File: src/rtl/shift_add_multiplier_if.sv
// Operand/result bundle for the sequential shift-and-add multiplier.
// The requester drives start and the operands; the multiplier returns product/busy/done.
interface shift_add_multiplier_if #(
    parameter int nBit = 16
);
    logic                start;
    logic [nBit-1:0]     multiplicand;
    logic [nBit-1:0]     multiplier;
    logic [2*nBit-1:0]   product;
    logic                busy;
    logic                done;

    modport master (
        output start, multiplicand, multiplier,
        input  product, busy, done
    );

    modport slave (
        input  start, multiplicand, multiplier,
        output product, busy, done
    );
endinterface

File: src/rtl/shift_add_multiplier.sv
// Sequential unsigned shift-and-add multiplier, one add/shift iteration per clock.
// Registers update on the falling edge of clk, matching the neighbouring divider.
module shift_add_multiplier #(
    parameter int nBit = 16
) (
    input  logic                   clk,
    input  logic                   clr,
    shift_add_multiplier_if.slave  bus
);
    localparam int CW = $clog2(nBit) + 1;

    typedef enum logic [1:0] {
        S_IDLE = 2'd0,
        S_RUN  = 2'd1,
        S_DONE = 2'd2
    } state_t;

    state_t              r_state;
    logic [nBit:0]       r_a;        // partial product high half, with carry bit
    logic [nBit-1:0]     r_q;        // multiplier bits, consumed LSB first
    logic [nBit-1:0]     r_m;
    logic [CW-1:0]       r_count;
    logic [2*nBit-1:0]   r_product;
    logic                r_busy;
    logic                r_done;
    logic [nBit:0]       w_sum;

    // Conditional add of the multiplicand; A+M always fits in nBit+1 bits.
    always_comb begin
        w_sum = r_a;
        if (r_q[0])
            w_sum = r_a + {1'b0, r_m};
    end

    // Control FSM and datapath; clr takes priority over any start request.
    always_ff @(negedge clk) begin
        if (clr) begin
            r_state   <= S_IDLE;
            r_a       <= '0;
            r_q       <= '0;
            r_m       <= '0;
            r_count   <= '0;
            r_product <= '0;
            r_busy    <= 1'b0;
            r_done    <= 1'b0;
        end else begin
            unique case (r_state)
                S_IDLE: begin
                    if (bus.start) begin
                        r_a     <= '0;
                        r_q     <= bus.multiplier;
                        r_m     <= bus.multiplicand;
                        r_count <= '0;
                        r_busy  <= 1'b1;
                        r_state <= S_RUN;
                    end
                end
                S_RUN: begin
                    // {A,Q} <= {S,Q} >> 1, zero entering the top of A
                    r_a     <= {1'b0, w_sum[nBit:1]};
                    r_q     <= {w_sum[0], r_q[nBit-1:1]};
                    r_count <= r_count + CW'(1);
                    if (r_count == CW'(nBit - 1)) begin
                        // Final iteration: the shifted {A[nBit-1:0],Q} is the product
                        r_product <= {w_sum, r_q[nBit-1:1]};
                        r_done    <= 1'b1;
                        r_busy    <= 1'b0;
                        r_state   <= S_DONE;
                    end
                end
                S_DONE: begin
                    r_done <= 1'b0;
                    if (bus.start) begin
                        // Back-to-back acceptance straight out of DONE
                        r_a     <= '0;
                        r_q     <= bus.multiplier;
                        r_m     <= bus.multiplicand;
                        r_count <= '0;
                        r_busy  <= 1'b1;
                        r_state <= S_RUN;
                    end else begin
                        r_state <= S_IDLE;
                    end
                end
                default: begin
                    r_state <= S_IDLE;
                    r_busy  <= 1'b0;
                    r_done  <= 1'b0;
                end
            endcase
        end
    end

    assign bus.product = r_product;
    assign bus.busy    = r_busy;
    assign bus.done    = r_done;
endmodule

File: src/flat_wrapper.sv
// flat-port wrapper written by rule: the top's interface ports become plain ports
module shift_add_multiplier_flat 
#(
    parameter int nBit = 16
)
  (clk, clr, bus_start, bus_multiplicand, bus_multiplier, bus_product, bus_busy, bus_done);
  shift_add_multiplier_if #(.nBit(nBit)) bus_i ();
  input  logic clk;
  input  logic clr;
  input wire logic [$bits(bus_i.start)-1:0] bus_start;
  input wire logic [$bits(bus_i.multiplicand)-1:0] bus_multiplicand;
  input wire logic [$bits(bus_i.multiplier)-1:0] bus_multiplier;
  output wire logic [$bits(bus_i.product)-1:0] bus_product;
  output wire logic [$bits(bus_i.busy)-1:0] bus_busy;
  output wire logic [$bits(bus_i.done)-1:0] bus_done;
  assign bus_i.start = bus_start;
  assign bus_i.multiplicand = bus_multiplicand;
  assign bus_i.multiplier = bus_multiplier;
  assign bus_product = bus_i.product;
  assign bus_busy = bus_i.busy;
  assign bus_done = bus_i.done;
  shift_add_multiplier #(.nBit(nBit)) u_core (.clk(clk), .clr(clr), .bus(bus_i));
endmodule
File: config.mk
export PLATFORM = sky130hd
export DESIGN_NAME = shift_add_multiplier_flat
export DESIGN_NICKNAME = d
export VERILOG_FILES = /design/src/rtl/shift_add_multiplier_if.sv /design/src/rtl/shift_add_multiplier.sv /design/src/flat_wrapper.sv
export SDC_FILE = /design/constraint.sdc
export NUM_CORES = 1
export LEC_CHECK = 0
export ABC_AREA = 1
export ABC_CLOCK_PERIOD_IN_PS = 2800
export CORE_AREA = 2 2 91 93
export CTS_CLUSTER_DIAMETER = 50
export DETAILED_ROUTE_END_ITERATION = 7
export DIE_AREA = 0 0 93 95
export PLACE_DENSITY = 0.81
export SYNTH_ARGS = -nofsm -noshare
export SYNTH_HDL_FRONTEND = slang
export SYNTH_SLANG_ARGS = --single-unit
File: constraint.sdc
create_clock -name clk -period 2.8 [get_ports clk]
set_clock_uncertainty 0.05 [all_clocks]
set_input_delay 0.42 -clock clk [delete_from_list [all_inputs] [get_ports clk]]
set_output_delay 0.42 -clock clk [all_outputs]
set_load 0.02 [all_outputs]
## Yosys cells after proc, flatten, opt, wreduce, memory -nomap -nowiden

Index checks and enable logic that the tools add are counted.
Widths: inputs -> output; s select.

| storage, ports and cells | value |
|---|---|
| bits of input ports | 35 |
| word-level logic and storage cells | 42 |
| register bits | 90 |

| operators by class | value |
|---|---|
| equal/unequal tests | 6 |
| bitwise logic cells | 1 |
| $add $sub $neg | 2 |
| mux-type cells | 16 |
| reductions and logical operators | 9 |

Operators with widths:

| cell | count |
|---|---|
| $mux 17 | 2 |
| $pmux 17 s2 | 1 |
| $pmux 16 s2 | 1 |
| $add 17x16->17 | 1 |
| $mux 16 | 1 |
| $reduce_and 2->1 | 6 |
| $pmux 5 s2 | 1 |
| $pmux 2 s3 | 1 |
| $add 5x1->5 const B | 1 |
| $eq 5x4->1 const B | 1 |
| $mux 5 | 1 |
| $mux 1 | 4 |
| $mux 2 | 2 |
| $ne 2x1->1 const B | 2 |
| $pmux 1 s2 | 2 |
| $eq 2x1->1 const B | 1 |
| $eq 2x2->1 const B | 1 |
| $logic_not 2->1 | 1 |
| $ne 2x2->1 const B | 1 |
| $reduce_bool 2->1 | 1 |
| $reduce_or 2->1 | 1 |
| $not 1->1 | 1 |

## Depth between registers and ports, before layout

| depth | value |
|---|---|
| depth after elaboration | 4 |
| gate-level depth with buffers | 12 |

==> results.toml <==
[flow_run]
maxCapViolations = 0

[power_and_ir_drop]
intPower_uw = 2114
irDropWorstVdd_mv = 0.4169
seq_power_share_pct = 42.4
combPwrFrac_pct = 14.0
switching_share_pct = 34.92
clockPowerShare_pct = 43.6
p_switching_uw = 1135
p_leak_uw = 0.002988
power_density_nw_per_um2 = 568.7

[setup_path]
path_cells = "buf_2"
max_stage_delay_ns = 0.33
critical_path.top_delay_family = "flip-flops"
worstPathMaxFanout = 2
worstSetupStartpointType = "register"
critPathCaptureType = "output port"
critical_path.startpoint = "u_core.bus.product[20]"
cp.required_ns = 2.33
reg2reg_depth = 11
critPathArrivalTime_ns = 2.30
worst-path-buf-inv = 1
r2r_end = "u_core.r_a[7]"
reg2reg_from = "u_core.r_m[0]"
regToRegSetupSlack_ns = 0.78
cp_slowest_cell = "dfxtp_1"
crit_type = "register to output port"

[global_routing]
antenna_found_initial = 0
grt_max_degree = 34
overflow = 0
grtUsageTotal_pct = 27.62
grt_pass1_wl_um = 19650
first_global_vias = 4620

[floorplanning]
start_util_pct = 55.57
die_x_um = 93
core_um2 = 7928
boundaryPins = 69
row_count = 33
die_h_um = 95
die_area_um2 = 8835

[cts]
cts_tree = "built"
post_cts_buffers = 0
clock_sink_count = 89
clk_latency_ns = 0.41
clock_path_buffers = 2
cts_root_buffer = "clkbuf_8"
cts_hold_buf = 0
cts_buffers = 9
cts.clk_slew.worst_paths_ns = 0.04
htreeDepth = 3

[placed_design]
port_buffers = 68
preCtsSetupSlack_ns = -0.3651
place_congestion = 0.8626
place_area_um2 = 5314
post-dp-hpwl_um = 8001

[route]
drt_iter0_drc = 389
ant_nets = 0
drt-total-wl_um = 11670
wl_per_cell_um = 13.13
drt_first_pass_iters = 6
vias_per_cell = 5.191
vias = 4615
route.detailed.drc = 0

[final_layout]
syn_to_final_growth_pct = 29.68
fillCellCount = 622
n_antenna_cell = 0
drive_gt1_share_pct = 13.27
layout.nets = 834
stdcell_area_um2 = 5713
regArea_um2 = 1788
multi_input_area_um2 = 2212

[logic_synthesis]
async_flop_share_pct = 0
synth_commonest_cells = "171 x nand2_1, 89 x dfxtp_1, 60 x inv_1"
syn_avg_cell_area_um2 = 7.117
synth-edff-count = 0
synth_top_area_share_pct = 40.44
synth_seq_cells = 89
yosys_warnings = 0
synth.distinct_cells = 36
syn_nets = 673
syn_area_um2 = 4405
yosysMostFrequentCell = "nand2_1"
syn_inst = 619
synth_flop_cell = "dfxtp_1"
ys_seq_area_share_pct = 40.44
yosys.area.top_type = "dfxtp_1"
synthTopCellsByArea = "dfxtp_1 40%, nand2_1 15%, o21ai_0 5.5%, ha_1 5.1%, inv_1 5.1%"

[sta]
setup_violations = 0
relSlewSlack_pct = 59.65
grt_setup_unrepaired = "false"
setup_tns_ns = 0
finalMaxSlewViolations = 0
worst_pin_slew_ns = 0.6045
setup_slack_ns = 0.02502
hold_viol_final = 0

[min_path]
min_delay_path_depth = 2
holdCritStartpoint = "u_core.bus.product[26]"
hp-class = "register to register"
min_delay_worst_endpoint = "u_core.bus.product[26]"

[status]
status = "finished clean"
cell type report:
class	count	area share [%]
multi-input combinational	436	38.72
sequential	89	31.30
inverter	67	4.446
timing repair buffer	88	13.93
tap	105	2.300
clock buffer	9	2.168
clock inverter	95	7.140
registers in the layout, summed over array words and instances, names as in the netlist:
signal,cells
u_core.bus.product,32
u_core.r_a,16
u_core.r_m,16
u_core.r_q,16
u_core.r_count,5
u_core.r_state,2
u_core.bus.busy,1
u_core.bus.done,1
how the worst max path moves through the flow:
stage / to / slack (ns) / cells past startpoint
finish: bus_product[20] / 0.03 / 1
global route: bus_product[24] / 0.0006 / 1
CTS: bus_done / 0.007 / 1
detailed placement: u_core.bus.product[20] / -0.37 / 6
global placement: u_core.bus.product[10] / -0.28 / 6
floorplan: u_core.r_a[1] / 0.22 / 7
cell usage in the layout (no fill, tap or decap), drive strengths merged, types with 5 or more instances in the layout:
master	count
nand3	43
ha	18
inv	159
clkdlybuf4s50	34
a21oi	38
clkbuf	9
or2	10
nor2	52
nand2	174
dfxtp	89
o21ai	71
a22o	5
buf	54
per-stage QoR:
| step | total power, µW | hold slack, ns | std cells | utilization [%] |
|---|---|---|---|---|
| 2_1_floorplan | 1872 | 0.3836 | 619 | - |
| 3_3_place_gp | 2019 | 0.3858 | 786 | 67.03 |
| 3_5_place_dp | 2031 | 0.3885 | 786 | 67.03 |
| 4_1_cts | 3286 | 0.3941 | 889 | 71.54 |
| 5_1_grt | 3501 | 0.4118 | 889 | 72.06 |
| 6_report | 3249 | 0.3891 | 889 | 72.06 |
routing by layer:
metal / vias up / track usage (%) / share of wire, % / routed length [µm]
li1: 2330 / - / - / -
met1: 2074 / 31.55 / 41 / 4761
met2: 188 / 46.68 / 49 / 5713
met3: 23 / 9.657 / 8.4 / 981
met4: 0 / 12.50 / 1.8 / 214
met5: - / 0 / 0 / 0
what timing repair did:
action | CTS | global route
gates resized for setup | 136 | 19
pin swaps | 0 | 1
endpoints found under the setup margin | 34 | 16
power by group through the flow:
| stage | combinational [µW] | sequential (µW) | clock, µW |
|---|---|---|---|
| detailed placement | 443 | 1390 | 195 |
| CTS | 452 | 1380 | 1460 |
| floorplan | 301 | 1380 | 195 |
| finish | 455 | 1380 | 1420 |
| global route | 504 | 1380 | 1620 |
| global placement | 432 | 1390 | 195 |
worst min-delay path, delay by kind of cell, from the launching register on:
kind          cells  cell delay, ns
flops             1            0.30
simple gates      2            0.10
cell families after synthesis:
group / synth area share, %
DFF: 40.44
xor gates and xnor gates: 0.7951
buffers and inverters: 9.344
AOI/OAI and AO/OA: 16.27
adders and majority gates: 5.567
and+or+nand+nor: 27.58
Note: power is estimated with default switching activity, not from simulation.
==> variant: new RTL, config.mk and constraints unchanged <==
`nBit` is set to 16 in 3 places; all go to 8.
--- a/src/rtl/shift_add_multiplier_if.sv
+++ b/src/rtl/shift_add_multiplier_if.sv
@@ -1,7 +1,7 @@
 // Operand/result bundle for the sequential shift-and-add multiplier.
 // The requester drives start and the operands; the multiplier returns product/busy/done.
 interface shift_add_multiplier_if #(
-    parameter int nBit = 16
+    parameter int nBit = 8
 );
     logic                start;
     logic [nBit-1:0]     multiplicand;
--- a/src/rtl/shift_add_multiplier.sv
+++ b/src/rtl/shift_add_multiplier.sv
@@ -1,7 +1,7 @@
 // Sequential unsigned shift-and-add multiplier, one add/shift iteration per clock.
 // Registers update on the falling edge of clk, matching the neighbouring divider.
 module shift_add_multiplier #(
-    parameter int nBit = 16
+    parameter int nBit = 8
 ) (
     input  logic                   clk,
     input  logic                   clr,
--- a/src/flat_wrapper.sv
+++ b/src/flat_wrapper.sv
@@ -1,7 +1,7 @@
 // flat-port wrapper written by rule: the top's interface ports become plain ports
 module shift_add_multiplier_flat 
 #(
-    parameter int nBit = 16
+    parameter int nBit = 8
 )
   (clk, clr, bus_start, bus_multiplicand, bus_multiplier, bus_product, bus_busy, bus_done);
   shift_add_multiplier_if #(.nBit(nBit)) bus_i ();
Ports: changed (resized bus_multiplicand, bus_multiplier and bus_product); port bits go from 69 to 37. The function was not compared with the original's and may differ.
==> variant against the original RTL <==
Clock power decreased by 50%. Sequential share of layout area decreased by 0.13 points. Die area unchanged. Final area decreased by 46%. Synthesized cell count decreased by 50%. Worst setup slack improved by 25 ps. Cell count decreased by 43%. Sequential cell count decreased by 41. Total power decreased by 48%. Critical path depth unchanged. Routed wire length decreased by 52%. Area after synthesis decreased by 46%. Highest routed layer unchanged.
==> variant: results (changes against the original RTL) <==
[min_path]
hold_class=reg -> reg

[critical_path]
path_delay_family=flip-flops
slowest_stage=dfxtp_1
crit_arrival_ps=2280  ; -20 ps
crit_fanout=2  ; unchanged
critPathMaxStageDelay_ps=340

[global_route]
gr-usage-met1=0.155  ; -0.161
antenna_found_initial=0  ; unchanged
track_usage=0.138  ; -0.139
grt_max_degree=30  ; -12%
globalRouteMet3Util=0.0551  ; -0.0415
grt_pass1_vias=2407  ; -48%
met2_usage=0.219  ; -0.248
grt_pass1_wl_um=9880  ; -50%

[clocking]
clkLatencyLatePin_ps=390  ; -20 ps
htreeDepth=2  ; -1
clock_path_buffers=2  ; unchanged
cts-root-buf=clkbuf_8
post_cts_buffers=0  ; unchanged
numCtsBuffers=5  ; -4

[synthesis]
synth_nets=337  ; -50%
synthTopCellsByCount=65 x nand2_1, 48 x dfxtp_1, 36 x nor2_1, 25 x o21ai_0, 23 x nand3_1
yosysSeqAreaShare=0.405  ; +0.00106
ys.flop_type=dfxtp_1
synthArstFlopShare=0  ; unchanged
yosysMostFrequentCell=nand2_1
syn_avg_cell_area_um2=7.69  ; +8.1%
synth_cell_types=35  ; -2.8%
synth_area_leaders=dfxtp_1 41%, nand2_1 10%, nor2_1 5.7%, o21ai_0 5.3%, nand3_1 4.9%
yosysWarnings=0  ; unchanged

[place]
port-buffer-count=36  ; -47%
gp_congestion=0.875  ; +1.4%
place_hpwl_um=4110  ; -49%
dpl.cell_count=454  ; -42%

[detailed_routing]
firstDrtPassIters=4  ; -2
detailroute.wirelength.met2_um=2800  ; -51%
top_layer_used=met4
vias=2343  ; -49%
drt-met1-wl_um=2470  ; -48%
wirelength_um=5650  ; -52%
drt_iter0_markers=134  ; -66%
dr_wl_met3_um=261  ; -73%

[finish]
stdcell_count=509  ; -43%
largest_register_ffs=16  ; -50%
num-nets-final=432  ; -48%
diodes=0  ; unchanged
final_layout_size_suffix_gt1_frac=0.176  ; +0.0431

[status]
status=finished, final reports clean

[power]
switching_share=0.352  ; +0.00272
power_leakage_nw=1.53  ; -49%
vdd_ir_drop_max_uv=241  ; -42%

[sta]
worstMarginPinSlew_ps=601  ; -3.69 ps

==> variant: area by class of cell <==
class	count	area, um^2
fill	818	4840
multi-input combinational	219	1180
sequential	48	961
timing repair buffer	54	423
clock inverter	51	204
tap	105	131
inverter	27	119
clock buffer	5	68.8
==> variant: timing repair <==
| item | 4_1_cts | 5_1_grt |
|---|---|---|
| endpoints found under the setup margin | 18 | 2 |
| gates resized for setup | 72 | 2 |
| hold buffers | 0 | 0 |
==> variant: stage by stage <==
stage | util | setup slack [ps] | TNS (ps) | power [mW] | instance area, um^2
floorplan | - | 230 | 0 | 1.01 | 2370
global placement | 0.366 | -198 | -4700 | 1.07 | 2900
detailed placement | 0.366 | -228 | -6220 | 1.08 | 2900
CTS | 0.388 | 31.2 | 0 | 1.70 | 3080
global route | 0.389 | 0.705 | 0 | 1.82 | 3080
finish | 0.389 | 50.0 | 0 | 1.67 | 3080
==> variant: cell families after synthesis <==
kind of cell,synth area share
compound gates,0.144
buf+inv,0.0982
xor+xnor,0.00370
flops,0.405
mux,0.00422
simple gates,0.289
fa+ha+maj,0.0560
==> variant: worst paths after layout <==
path,from,end,slack (ps),cells after the start
worst max-delay path,u_core.bus.product[6],bus_product[6],50,1
worst min-delay path,u_core.bus.done,u_core.bus.done,410,2
worst max register to register,u_core.r_m[0],u_core.r_a[3],810,10
worst min register to register,u_core.bus.done,u_core.bus.done,410,2
==> variant: power groups by stage <==
stage               Combinational, mW  Clock [mW]  Sequential, mW
floorplan                       0.155       0.107           0.746
global placement                0.198       0.107           0.762
detailed placement              0.206       0.107           0.764
CTS                             0.207       0.740           0.754
global route                    0.235       0.834           0.755
finish                          0.207       0.713           0.754
